<file path="config.mk">
export PLATFORM = sky130hd
export DESIGN_NAME = msdf_balanced_fork
export DESIGN_NICKNAME = d
export VERILOG_FILES = /design/src/rtl/msdf_balanced_fork.sv
export SDC_FILE = /design/constraint.sdc
export NUM_CORES = 1
export LEC_CHECK = 0
export CORE_ASPECT_RATIO = 0.5
export CORE_MARGIN = 2
export CORE_UTILIZATION = 60
export DETAILED_ROUTE_END_ITERATION = 6
export PLACE_DENSITY = 0.79
export REMOVE_ABC_BUFFERS = 1
export SYNTH_ARGS = -nofsm -noshare
export SYNTH_HDL_FRONTEND = slang
export SYNTH_SLANG_ARGS = --single-unit
</file>
<file path="constraint.sdc">
create_clock -name clk -period 4.6 [get_ports clk]
set_input_delay 0.46 -clock clk [delete_from_list [all_inputs] [get_ports clk]]
set_output_delay 0.46 -clock clk [all_outputs]
set_load 0.05 [all_outputs]
</file>
<file path="src/rtl/msdf_balanced_fork.sv">
// Balanced fork for MSDF digit streams: every accepted digit is copied once to each
// output channel, with a private FIFO per channel and zero-latency bypass when empty.
module msdf_balanced_fork #(
  parameter int DIGIT_W    = 2,
  parameter int NUM_OUT    = 4,
  parameter int FIFO_DEPTH = 16,
  parameter int IDX_W      = 8,
  localparam int LW        = $clog2(FIFO_DEPTH + 1)
) (
  input  logic                       clk,
  input  logic                       rstn,
  input  logic [DIGIT_W-1:0]         dataInArray,
  input  logic                       lastIn,
  input  logic                       pValidArray,
  output logic                       readyArray,
  output logic [NUM_OUT*DIGIT_W-1:0] dataOutArray,
  output logic [NUM_OUT-1:0]         lastOut,
  output logic [NUM_OUT-1:0]         validArray,
  input  logic [NUM_OUT-1:0]         nReadyArray,
  output logic [NUM_OUT*LW-1:0]      level,
  output logic [IDX_W-1:0]           digitIdx
);

  localparam int PW = $clog2(FIFO_DEPTH);

  logic               w_xfer;
  logic [NUM_OUT-1:0] w_ok;
  logic [IDX_W-1:0]   r_idx;

  // A full channel only blocks upstream if it is not draining this cycle.
  assign readyArray = &w_ok;
  assign w_xfer     = pValidArray & readyArray;
  assign digitIdx   = r_idx;

  for (genvar g = 0; g < NUM_OUT; g++) begin : g_ch
    logic [DIGIT_W:0] r_mem [FIFO_DEPTH];
    logic [PW-1:0]    r_rd;
    logic [PW-1:0]    r_wr;
    logic [LW-1:0]    r_cnt;
    logic             w_empty;
    logic             w_pop;
    logic             w_push;
    logic [DIGIT_W:0] w_head;

    assign w_empty = (r_cnt == '0);
    assign w_ok[g] = (r_cnt != LW'(FIFO_DEPTH)) | nReadyArray[g];
    assign w_pop   = ~w_empty & nReadyArray[g];
    // Bypassed digits consumed in the same cycle never touch storage.
    assign w_push  = w_xfer & ~(w_empty & nReadyArray[g]);
    assign w_head  = r_mem[r_rd];

    assign dataOutArray[g*DIGIT_W +: DIGIT_W] = w_empty ? dataInArray : w_head[DIGIT_W-1:0];
    assign lastOut[g]         = w_empty ? lastIn : w_head[DIGIT_W];
    assign validArray[g]      = w_empty ? w_xfer : 1'b1;
    assign level[g*LW +: LW]  = r_cnt;

    always_ff @(posedge clk) begin
      if (w_push) r_mem[r_wr] <= {lastIn, dataInArray};
    end

    always_ff @(posedge clk or negedge rstn) begin
      if (!rstn) begin
        r_rd  <= '0;
        r_wr  <= '0;
        r_cnt <= '0;
      end else begin
        if (w_push) r_wr <= (r_wr == PW'(FIFO_DEPTH - 1)) ? '0 : r_wr + PW'(1);
        if (w_pop)  r_rd <= (r_rd == PW'(FIFO_DEPTH - 1)) ? '0 : r_rd + PW'(1);
        case ({w_push, w_pop})
          2'b10:   r_cnt <= r_cnt + LW'(1);
          2'b01:   r_cnt <= r_cnt - LW'(1);
          default: r_cnt <= r_cnt;
        endcase
      end
    end
  end

  always_ff @(posedge clk or negedge rstn) begin
    if (!rstn) begin
      r_idx <= '0;
    end else if (w_xfer) begin
      if (lastIn)           r_idx <= '0;
      else if (r_idx != '1) r_idx <= r_idx + IDX_W'(1);
    end
  end

endmodule

</file>
# Yosys cells after proc, flatten, opt, wreduce, memory -nomap -nowiden
# Memory sizes are Yosys's and may differ from the RTL's.
# Index checks and enable logic that the tools add are counted.
[totals] output_inout_bits=45 reg_bits=60 ramBits=192 wordCells=125 in_bits=10 mem_count=4
[op_classes] n_eq_ne=21 muxes=34 addsub=17 reduce_logical=11 n_bitwise=25
[mem_list] name="g_ch[0].r_mem" depth=16 word_bits=3 rd=1 rd_clocked_by_memory_dff=0 wr=1 line_no="36" text="logic [DIGIT_W:0] r_mem [FIFO_DEPTH];"
[mem_list] name="g_ch[1].r_mem" depth=16 word_bits=3 rd=1 rd_clocked_by_memory_dff=0 wr=1 line_no="36"
[mem_list] name="g_ch[2].r_mem" depth=16 word_bits=3 rd=1 rd_clocked_by_memory_dff=0 wr=1 line_no="36"
[mem_list] name="g_ch[3].r_mem" depth=16 word_bits=3 rd=1 rd_clocked_by_memory_dff=0 wr=1 line_no="36"
[ops] cell="$pmux W5 S2" count=4
[ops] cell="$add A4 B1 Y4 const B" count=8
[ops] cell="$eq A4 B4 Y1 const B" count=8
[ops] cell="$mux W4" count=8
[ops] cell="$add A5 B1 Y5 const B" count=4
[ops] cell="$logic_not A5 Y1" count=4
[ops] cell="$ne A5 B5 Y1 const B" count=4
[ops] cell="$sub A5 B1 Y5 const B" count=4
[ops] cell="$mux W1" count=16
[ops] cell="$mux W8" count=2
[ops] cell="$and A1 B1 Y1" count=13
[ops] cell="$reduce_bool A2 Y1" count=5
[ops] cell="$add A8 B1 Y8 const B" count=1
[ops] cell="$eq A2 B1 Y1 const B" count=4
[ops] cell="$eq A2 B2 Y1 const B" count=4
[ops] cell="$mux W2" count=4
[ops] cell="$ne A8 B8 Y1 const B" count=1
[ops] cell="$not A1 Y1" count=8
[ops] cell="$or A1 B1 Y1" count=4
[ops] cell="$reduce_and A4 Y1" count=1
[ops] cell="$reduce_and A2 Y1" count=1

# Depth between registers and ports, before layout
# Gate-level depths: netlist of run 1.
[depth] word_depth=7 depth_mapped=15 ltp_nobuf=12

# Least setup slack after synthesis of run 1
# Ideal clock, no wire load.
[synth_timing] kind="register -> register" start="register g_ch[0].r_cnt[1]" end="register g_ch[0].r_cnt[4]" setup_time_ns=0.080 t_arrival_ns=3.669 path_stages_with_launch=16 path_slack_ns=0.851 t_required_ns=4.520 n_path_buf=3 period_less_slack_ns=3.749 path_cell_list="dfrtp_1 buf_6 or4_4 o32a_4 nor4bb_1 clkbuf_1 inv_1 ha_1 clkbuf_1 xor2_1 ha_1 a21boi_0 o221a_2 o21a_1 nor3_1 xnor2_1"
[synth_between] elab_chain_cells=7 word_cells_on_any_way=16 cone_classes="2 x add/sub; 3 x eq/ne; 1 x mux; 7 x bitwise; 3 x reduce/logical"
[synth_lines] item="from (decl)" line_no="39" text="logic [LW-1:0] r_cnt;"
[synth_lines] item="from (signal assigned)" line_no="70" text="2'b10: r_cnt <= r_cnt + LW'(1);"
[synth_lines] item="from (signal assigned)" line_no="71" text="2'b01: r_cnt <= r_cnt - LW'(1);"
[synth_lines] item="from (signal assigned)" line_no="72" text="default: r_cnt <= r_cnt;"
[synth_lines] item="$ne A5 B5 Y1" line_no="46" text="assign w_ok[g] = (r_cnt != LW'(FIFO_DEPTH)) | nReadyArray[g];"
[synth_lines] item="$or A1 B1 Y1" line_no="46"
[synth_lines] item="$reduce_and A4 Y1" line_no="31" text="assign readyArray = &w_ok;"
[synth_lines] item="$and A1 B1 Y1" line_no="32" text="assign w_xfer = pValidArray & readyArray;"
[synth_lines] item="$and A1 B1 Y1" line_no="49" text="assign w_push = w_xfer & ~(w_empty & nReadyArray[g]);"
[synth_lines] item="$eq A2 B1 Y1 or $eq A2 B2 Y1 (tied branches)" line_no="69" text="case ({w_push, w_pop})"
[synth_lines] item="$pmux W5 S2 or $reduce_bool A2 Y1 (tied branches)"
# Several ways; a longest one is shown, not always the timed one.
# A chain may end at the register's enable or synchronous reset.

# Worst setup path after layout of run 1
[layout_timing] start="register g_ch[3].r_cnt[1]" end="output dataOutArray[7]"
[layout_between] elab_chain_cells=2
[layout_lines] item="from (decl)" line_no="39"
[layout_lines] item="from (signal assigned)" line_no="70"
[layout_lines] item="from (signal assigned)" line_no="71"
[layout_lines] item="from (signal assigned)" line_no="72"
[layout_lines] item="$logic_not A5 Y1" line_no="45" text="assign w_empty = (r_cnt == '0);"
[layout_lines] item="$mux W2" line_no="52" text="assign dataOutArray[g*DIGIT_W +: DIGIT_W] = w_empty ? dataInArray : w_head[DIGIT_W-1:0];"
[layout_lines] item="to (decl)" line_no="16" text="output logic [NUM_OUT*DIGIT_W-1:0] dataOutArray,"
# Every way passes these cells.

==> impl_metrics.json, run 1 <==
{
  "status": "completed",
  "ios": 55,
  "clockBufferDepth": 3,
  "dr.pass1.iters": 5,
  "drc": 0,
  "timing.final.max_slew_violations": 0,
  "regArea_mm2": 0.00727,
  "power.density_mw_per_mm2": 695,
  "hp-class": "input pin to async pin",
  "power.leakage_uw": 0.00486,
  "nets": 888,
  "cp_max_fo": 8,
  "synth_enable_flop_cells": 192,
  "fp-row-count": 35,
  "start_kind": "flop",
  "vias": 6871,
  "area_growth_pct": 12.9,
  "utilization_pct": 70.2,
  "cts.htree.levels": 1,
  "first_iter_violations": 647,
  "dieArea_mm2": 0.0206,
  "core_area_mm2": 0.0187,
  "wl_um": 23500,
  "synth.distinct_cells": 58,
  "reg2reg_slack_ns": 1.15,
  "syn_area_per_cell_um2": 14.6,
  "io_buffers": 54,
  "cp.arrival_ns": 3.40,
  "mostFrequentLayoutCell": "edfxtp_1",
  "max_freq_mhz": 259,
  "cap_viol_max_count": 0,
  "final_cell_mix": "192 x edfxtp_1, 60 x dfrtp_1, 54 x nand2_1",
  "stdcell_count": 1116,
  "grt_pass1_vias": 6873,
  "antenna_found_initial": 0,
  "hpwl_um": 15500,
  "vias_per_cell": 6.16,
  "timing.rr.end": "g_ch[0].r_cnt[4]$_DFFE_PN0P_",
  "layout-drive-gt1-share_pct": 14.8,
  "clk_latency_ns": 0.52,
  "period_needed_ns": 3.86,
  "routabilityCongestion": 0.828,
  "wl_per_cell_um": 21.1,
  "rsz0062_at_grt": "false",
  "synth_seq_cells": 252,
  "grt-ovfl-total": 0,
  "critPathKind": "flop to output pin",
  "crit-reg2reg-launch": "g_ch[3].r_cnt[1]$_DFFE_PN0P_",
  "ys_seq_area_share_pct": 62.5,
  "multiInputGateArea_mm2": 0.00409,
  "grt_start_max_net_pins": 53,
  "yosysWarnings": 0,
  "cts_setup_buffers": 0,
  "clk_pin_slew_ns": 0.07,
  "grt_pass1_wl_um": 37300,
  "cts-root-buf": "clkbuf_16",
  "slew_headroom_pct": 35.7,
  "end_kind": "output pin",
  "cts_hold_buf": 1,
  "grtUsageTotal_pct": 23.6,
  "die_w_um": 201,
  "total_power_uw": 9130,
  "dp_cells": 1075,
  "netlist_area_mm2": 0.0116,
  "r2r_cells": 12,
  "cts_tree": "yes",
  "hold_viol_final": 0,
  "n_antenna_cell": 0,
  "setup_violations": 0,
  "cts_made_buffers": 22,
  "required_ns": 4.14,
  "startpoint": "g_ch[3].r_cnt[1]$_DFFE_PN0P_",
  "endpoint": "dataOutArray[7]",
  "ir_worst_vdd_mv": 0.322,
  "tightestPinTransition_ns": 0.965,
  "die_height_um": 102,
  "synthFlopType": "edfxtp_1",
  "clock_sinks": 252,
  "start_util_pct": 62.2,
  "async_flop_share_pct": 23.8,
  "fin_crit_sh_pct": 83.9,
  "ctsResizeCount": 0,
  "fin_setup_tns_ns": 0,
  "fill_cells": 1175,
  "drtAntennaViolNets": 0,
  "postSynthCellCount": 797,
  "fin_worst_skew_ns": 0.0194
}
[layer usage]
layer	share of wire, %	GRT usage (%)	vias up
met1	43	33.0	3439
met3	5.8	3.48	45
met2	49	39.9	240
met4	2.5	6.44	0
met5	0	0	-
li1	-	-	3147
[worst max-delay path, stage by stage (launching register included)]
cell	delay (ns)
dfrtp_1	0.46
or4_1	0.71
nor2_1	0.61
nand2_1	0.14
o21ai_0	0.13
clkdlybuf4s50_1	0.85
[state kept, by name, summed over array words and instances, names as in the netlist]
register / flops
g_ch.r_wr: 16
g_ch.r_cnt: 20
g_ch.r_rd: 16
digitIdx: 8
g_ch.r_mem: 192
[worst min-delay path by stage]
stage                     start                           to  slack, ns
after floorplan            rstn      digitIdx[0]$_DFFE_PN0P_       0.16
after global routing       rstn  g_ch[0].r_wr[3]$_DFFE_PN0P_       0.33
after detailed placement   rstn  g_ch[1].r_wr[2]$_DFFE_PN0P_       0.32
after CTS                  rstn  g_ch[1].r_wr[0]$_DFFE_PN0P_       0.32
final                      rstn  g_ch[0].r_wr[3]$_DFFE_PN0P_       0.32
after global placement     rstn  g_ch[1].r_wr[2]$_DFFE_PN0P_       0.33
[synth_stat cells, types with 3 or more instances]
cell type | number | area, µm²
and3_1 | 48 | 300
ha_1 | 37 | 463
nand2_1 | 54 | 203
o221ai_1 | 9 | 78.8
nor2b_1 | 5 | 31.3
nor4_1 | 4 | 25.0
o21ai_0 | 33 | 165
a21oi_1 | 17 | 85.1
nor2_1 | 21 | 78.8
edfxtp_1 | 192 | 5770
o21a_1 | 5 | 37.5
o31ai_1 | 4 | 30.0
a31oi_1 | 9 | 56.3
dfrtp_1 | 60 | 1500
nand2b_1 | 10 | 62.6
or2_2 | 5 | 31.3
a22oi_1 | 6 | 45.0
a211oi_1 | 4 | 30.0
inv_1 | 26 | 97.6
nor3_1 | 16 | 80.1
mux2i_1 | 9 | 90.1
mux4_2 | 48 | 1080
buf_1 | 3 | 11.3
xor2_1 | 16 | 140
nor3b_1 | 8 | 60.1
nand3_1 | 10 | 50.1
a21o_1 | 8 | 60.1
xnor2_1 | 17 | 149
buf_2 | 6 | 30.0
and2_1 | 17 | 106
or4_1 | 3 | 22.5
mux2_2 | 15 | 169
nand4_1 | 3 | 18.8
o22a_1 | 4 | 35.0
clkbuf_1 | 31 | 116
[per-stage QoR]
stage | worst slack [ns] | cell area [µm²] | hold slack [ns]
after detailed placement | 0.674 | 12400 | 0.325
after global routing | 0.600 | 13100 | 0.333
after CTS | 0.736 | 13100 | 0.316
final | 0.741 | 13100 | 0.318
after global placement | 0.772 | 12400 | 0.326
after floorplan | 0.268 | 11400 | 0.164
[power breakdown]
part | internal [µW] | leakage, µW | switching [µW] | total (µW)
Clock | 1110 | 0.000373 | 821 | 1930
Sequential | 2870 | 0.00246 | 685 | 3550
Combinational | 1590 | 0.00202 | 2050 | 3640
[final cells by class]
class	count	share of cell area, %
clock buffers	31	4.99
clock inverters	9	0.810
multi-input cells	476	31.1
flip-flops and latches	252	55.3
well taps	259	2.47
repair buffers	63	4.50
inverters	26	0.743
[kinds of logic (layout without fill, tap and decap cells)]
logic type	after synthesis	after routing	share of synthesized area, %
xor gates and xnor gates	33	33	2.49
muxes	72	72	11.5
adders and majority gates	37	37	3.98
AOI/OAI and AO/OA	120	120	7.04
buffers and inverters	69	129	2.45
DFF	252	252	62.5
and+or+nand+nor	214	214	10.0
Note: power is estimated with default switching activity, not from simulation.
==> run 2, diff against run 1 <==
Clock period 4.6 ns to 3.6 ns, I/O delays scaled along.
==> run 2 against run 1 <==
Register-to-register slack lost 0.82 ns; worst hold slack improved by 0.0071 ns; sequential share of layout area fell by 0.58 points; cell area increased by 1.1%; largest cell class unchanged.
==> impl_metrics.json, run 2 (synthesis results as in run 1) <==
{
  "ir_worst_vdd_mv": 0.399,
  "grt_start_max_net_pins": 37,
  "swShare_pct": 38.4,
  "grtUsageTotal_pct": 23.4,
  "dp_slack_ns": 0.00868,
  "clockBufferDepth": 3,
  "tightestPinTransition_ns": 0.915,
  "min_path_cells": 1,
  "start_kind": "flop",
  "final_cell_mix": "192 x edfxtp_1, 57 x dfrtp_1, 54 x nand2_1",
  "area_growth_pct": 14.2,
  "cts_tree": "yes",
  "status": "completed",
  "hold_viol_final": 0,
  "reg2reg_slack_ns": 0.33,
  "intPower_uw": 7280,
  "period_needed_ns": 3.45,
  "largest_register": "g_ch.r_mem",
  "wl_um": 23200,
  "nets": 904,
  "setup_violations": 0,
  "antenna_found_initial": 0,
  "clock_sinks": 252,
  "clockPowerShare_pct": 21.7,
  "clk_latency_ns": 0.51,
  "ios": 55,
  "grt-ovfl-total": 0,
  "drtAntennaViolNets": 0,
  "slew_headroom_pct": 38.5,
  "utilization_pct": 71.0,
  "die_w_um": 201,
  "fp-row-count": 35,
  "grt_pass1_wl_um": 37200,
  "clk_pin_slew_ns": 0.06,
  "fin_worst_skew_ns": 0.0202,
  "wl_per_cell_um": 20.5,
  "cap_viol_max_count": 0,
  "routabilityCongestion": 0.844,
  "dr.pass1.iters": 5,
  "start_util_pct": 62.2,
  "first_iter_violations": 542,
  "core_area_mm2": 0.0187,
  "hpwl_um": 15800,
  "largest_reg_flops": 192,
  "cts_made_buffers": 22,
  "grt_pass1_vias": 6904,
  "drc": 0,
  "power.leakage_uw": 0.00494,
  "power.density_mw_per_mm2": 890,
  "io_buffers": 54,
  "cp.arrival_ns": 3.09,
  "die_height_um": 102,
  "mostFrequentLayoutCell": "edfxtp_1",
  "cts-root-buf": "clkbuf_16",
  "p_sw_uw": 4540,
  "cp_max_fo": 10,
  "n_antenna_cell": 0,
  "vias_per_cell": 6.05,
  "required_ns": 3.24,
  "dieArea_mm2": 0.0206,
  "cts_setup_buffers": 0,
  "vias": 6847,
  "max_freq_mhz": 290,
  "reg.largest.list": "g_ch.r_mem (192), g_ch.r_cnt (20)",
  "seqPwrFrac_pct": 38.0,
  "cts.htree.levels": 1,
  "fin_hold_ws_ns": 0.325,
  "hp-class": "input pin to flop",
  "combPwrFrac_pct": 40.3,
  "end_kind": "output pin",
  "timing.final.ws_setup_ns": 0.146,
  "fin_crit_sh_pct": 95.9,
  "rsz0062_at_grt": "false",
  "r2r_cells": 12,
  "layout-drive-gt1-share_pct": 16.8,
  "timing.final.max_slew_violations": 0,
  "critPathKind": "flop to output pin"
}
## run 2: changes by cell type in the layout (fill, tap and decap cells not counted), moves of 2 or more
cell,previous run,this run
buf_4,8,28
dfrtp_1,60,57
clkinv_2,4,1
clkdlybuf4s50_1,50,46
dfrtp_2,0,3
clkinv_1,0,2
bufinv_16,2,4
## run 2: worst max-delay path, stage by stage, from the launching register on
cell	delay, ns
dfrtp_1	0.49
or4_1	0.56
nor2_1	0.51
nand2_1	0.10
o21ai_0	0.10
clkdlybuf4s50_1	0.83
## run 2: path summary, 6_finish.rpt
path,start,to
worst max-delay path,g_ch[2].r_cnt[1]$_DFFE_PN0P_,lastOut[2]
worst min-delay path,dataInArray[1],g_ch[2].r_mem[8][1]$_DFFE_PP_
worst max register to register,g_ch[3].r_cnt[1]$_DFFE_PN0P_,g_ch[0].r_cnt[4]$_DFFE_PN0P_
worst min register to register,digitIdx[6]$_DFFE_PN0P_,digitIdx[6]$_DFFE_PN0P_
max in group asynchronous,rstn,g_ch[3].r_rd[0]$_DFFE_PN0P_
min in group asynchronous,rstn,g_ch[0].r_wr[2]$_DFFE_PN0P_
## run 2: power groups by stage
| stage | clock network, µW | logic, µW | registers [µW] |
|---|---|---|---|
| 2_1_floorplan | 0 | 2900 | 4830 |
| 6_report | 2570 | 4760 | 4490 |
| 5_1_grt | 2700 | 5120 | 4590 |
| 3_5_place_dp | 0 | 4750 | 4530 |
| 3_3_place_gp | 0 | 4620 | 4480 |
| 4_1_cts | 2600 | 4780 | 4480 |
## run 2: timing repair
| item | 4_1_cts | 5_1_grt |
|---|---|---|
| endpoints found under the hold margin | 7 | 0 |
| pin swaps | 0 | 0 |
| setup endpoints to repair | 3 | 6 |
| gates resized for setup | 1 | 2 |
| hold buffers | 1 | 0 |
## run 2: cell type report
cell class / instances / area [µm²]
Tap cell: 259 / 324
Timing Repair Buffer: 79 / 701
Clock inverter: 9 / 149
Multi-Input combinational cell: 476 / 4090
Sequential cell: 252 / 7270
Clock buffer: 31 / 646
Inverter: 26 / 97.6
Fill cell: 1211 / 5420
## run 2: per-layer routing
metal | wire length, µm | vias to the layer above | GRT usage, %
met1 | 10200 | 3430 | 32.5
met2 | 11300 | 195 | 40.0
met5 | 0 | - | 0
met3 | 1200 | 35 | 3.57
met4 | 478 | 0 | 5.98
li1 | - | 3187 | -
## run 2: through the flow
step | total power (µW) | TNS, ns | cell area [µm²] | cells
after floorplan | 7730 | -2.11 | 11400 | 754
after global placement | 9100 | 0 | 12500 | 1091
after detailed placement | 9280 | 0 | 12500 | 1091
after CTS | 11900 | 0 | 13300 | 1132
after global routing | 12400 | 0 | 13300 | 1132
final | 11800 | 0 | 13300 | 1132
==> run 3, diff against run 2 <==
Settings changed: ABC_AREA set to 0.
==> results of run 3 <==
Same layout as run 2: the final DEF is identical, and so are final timing and power.
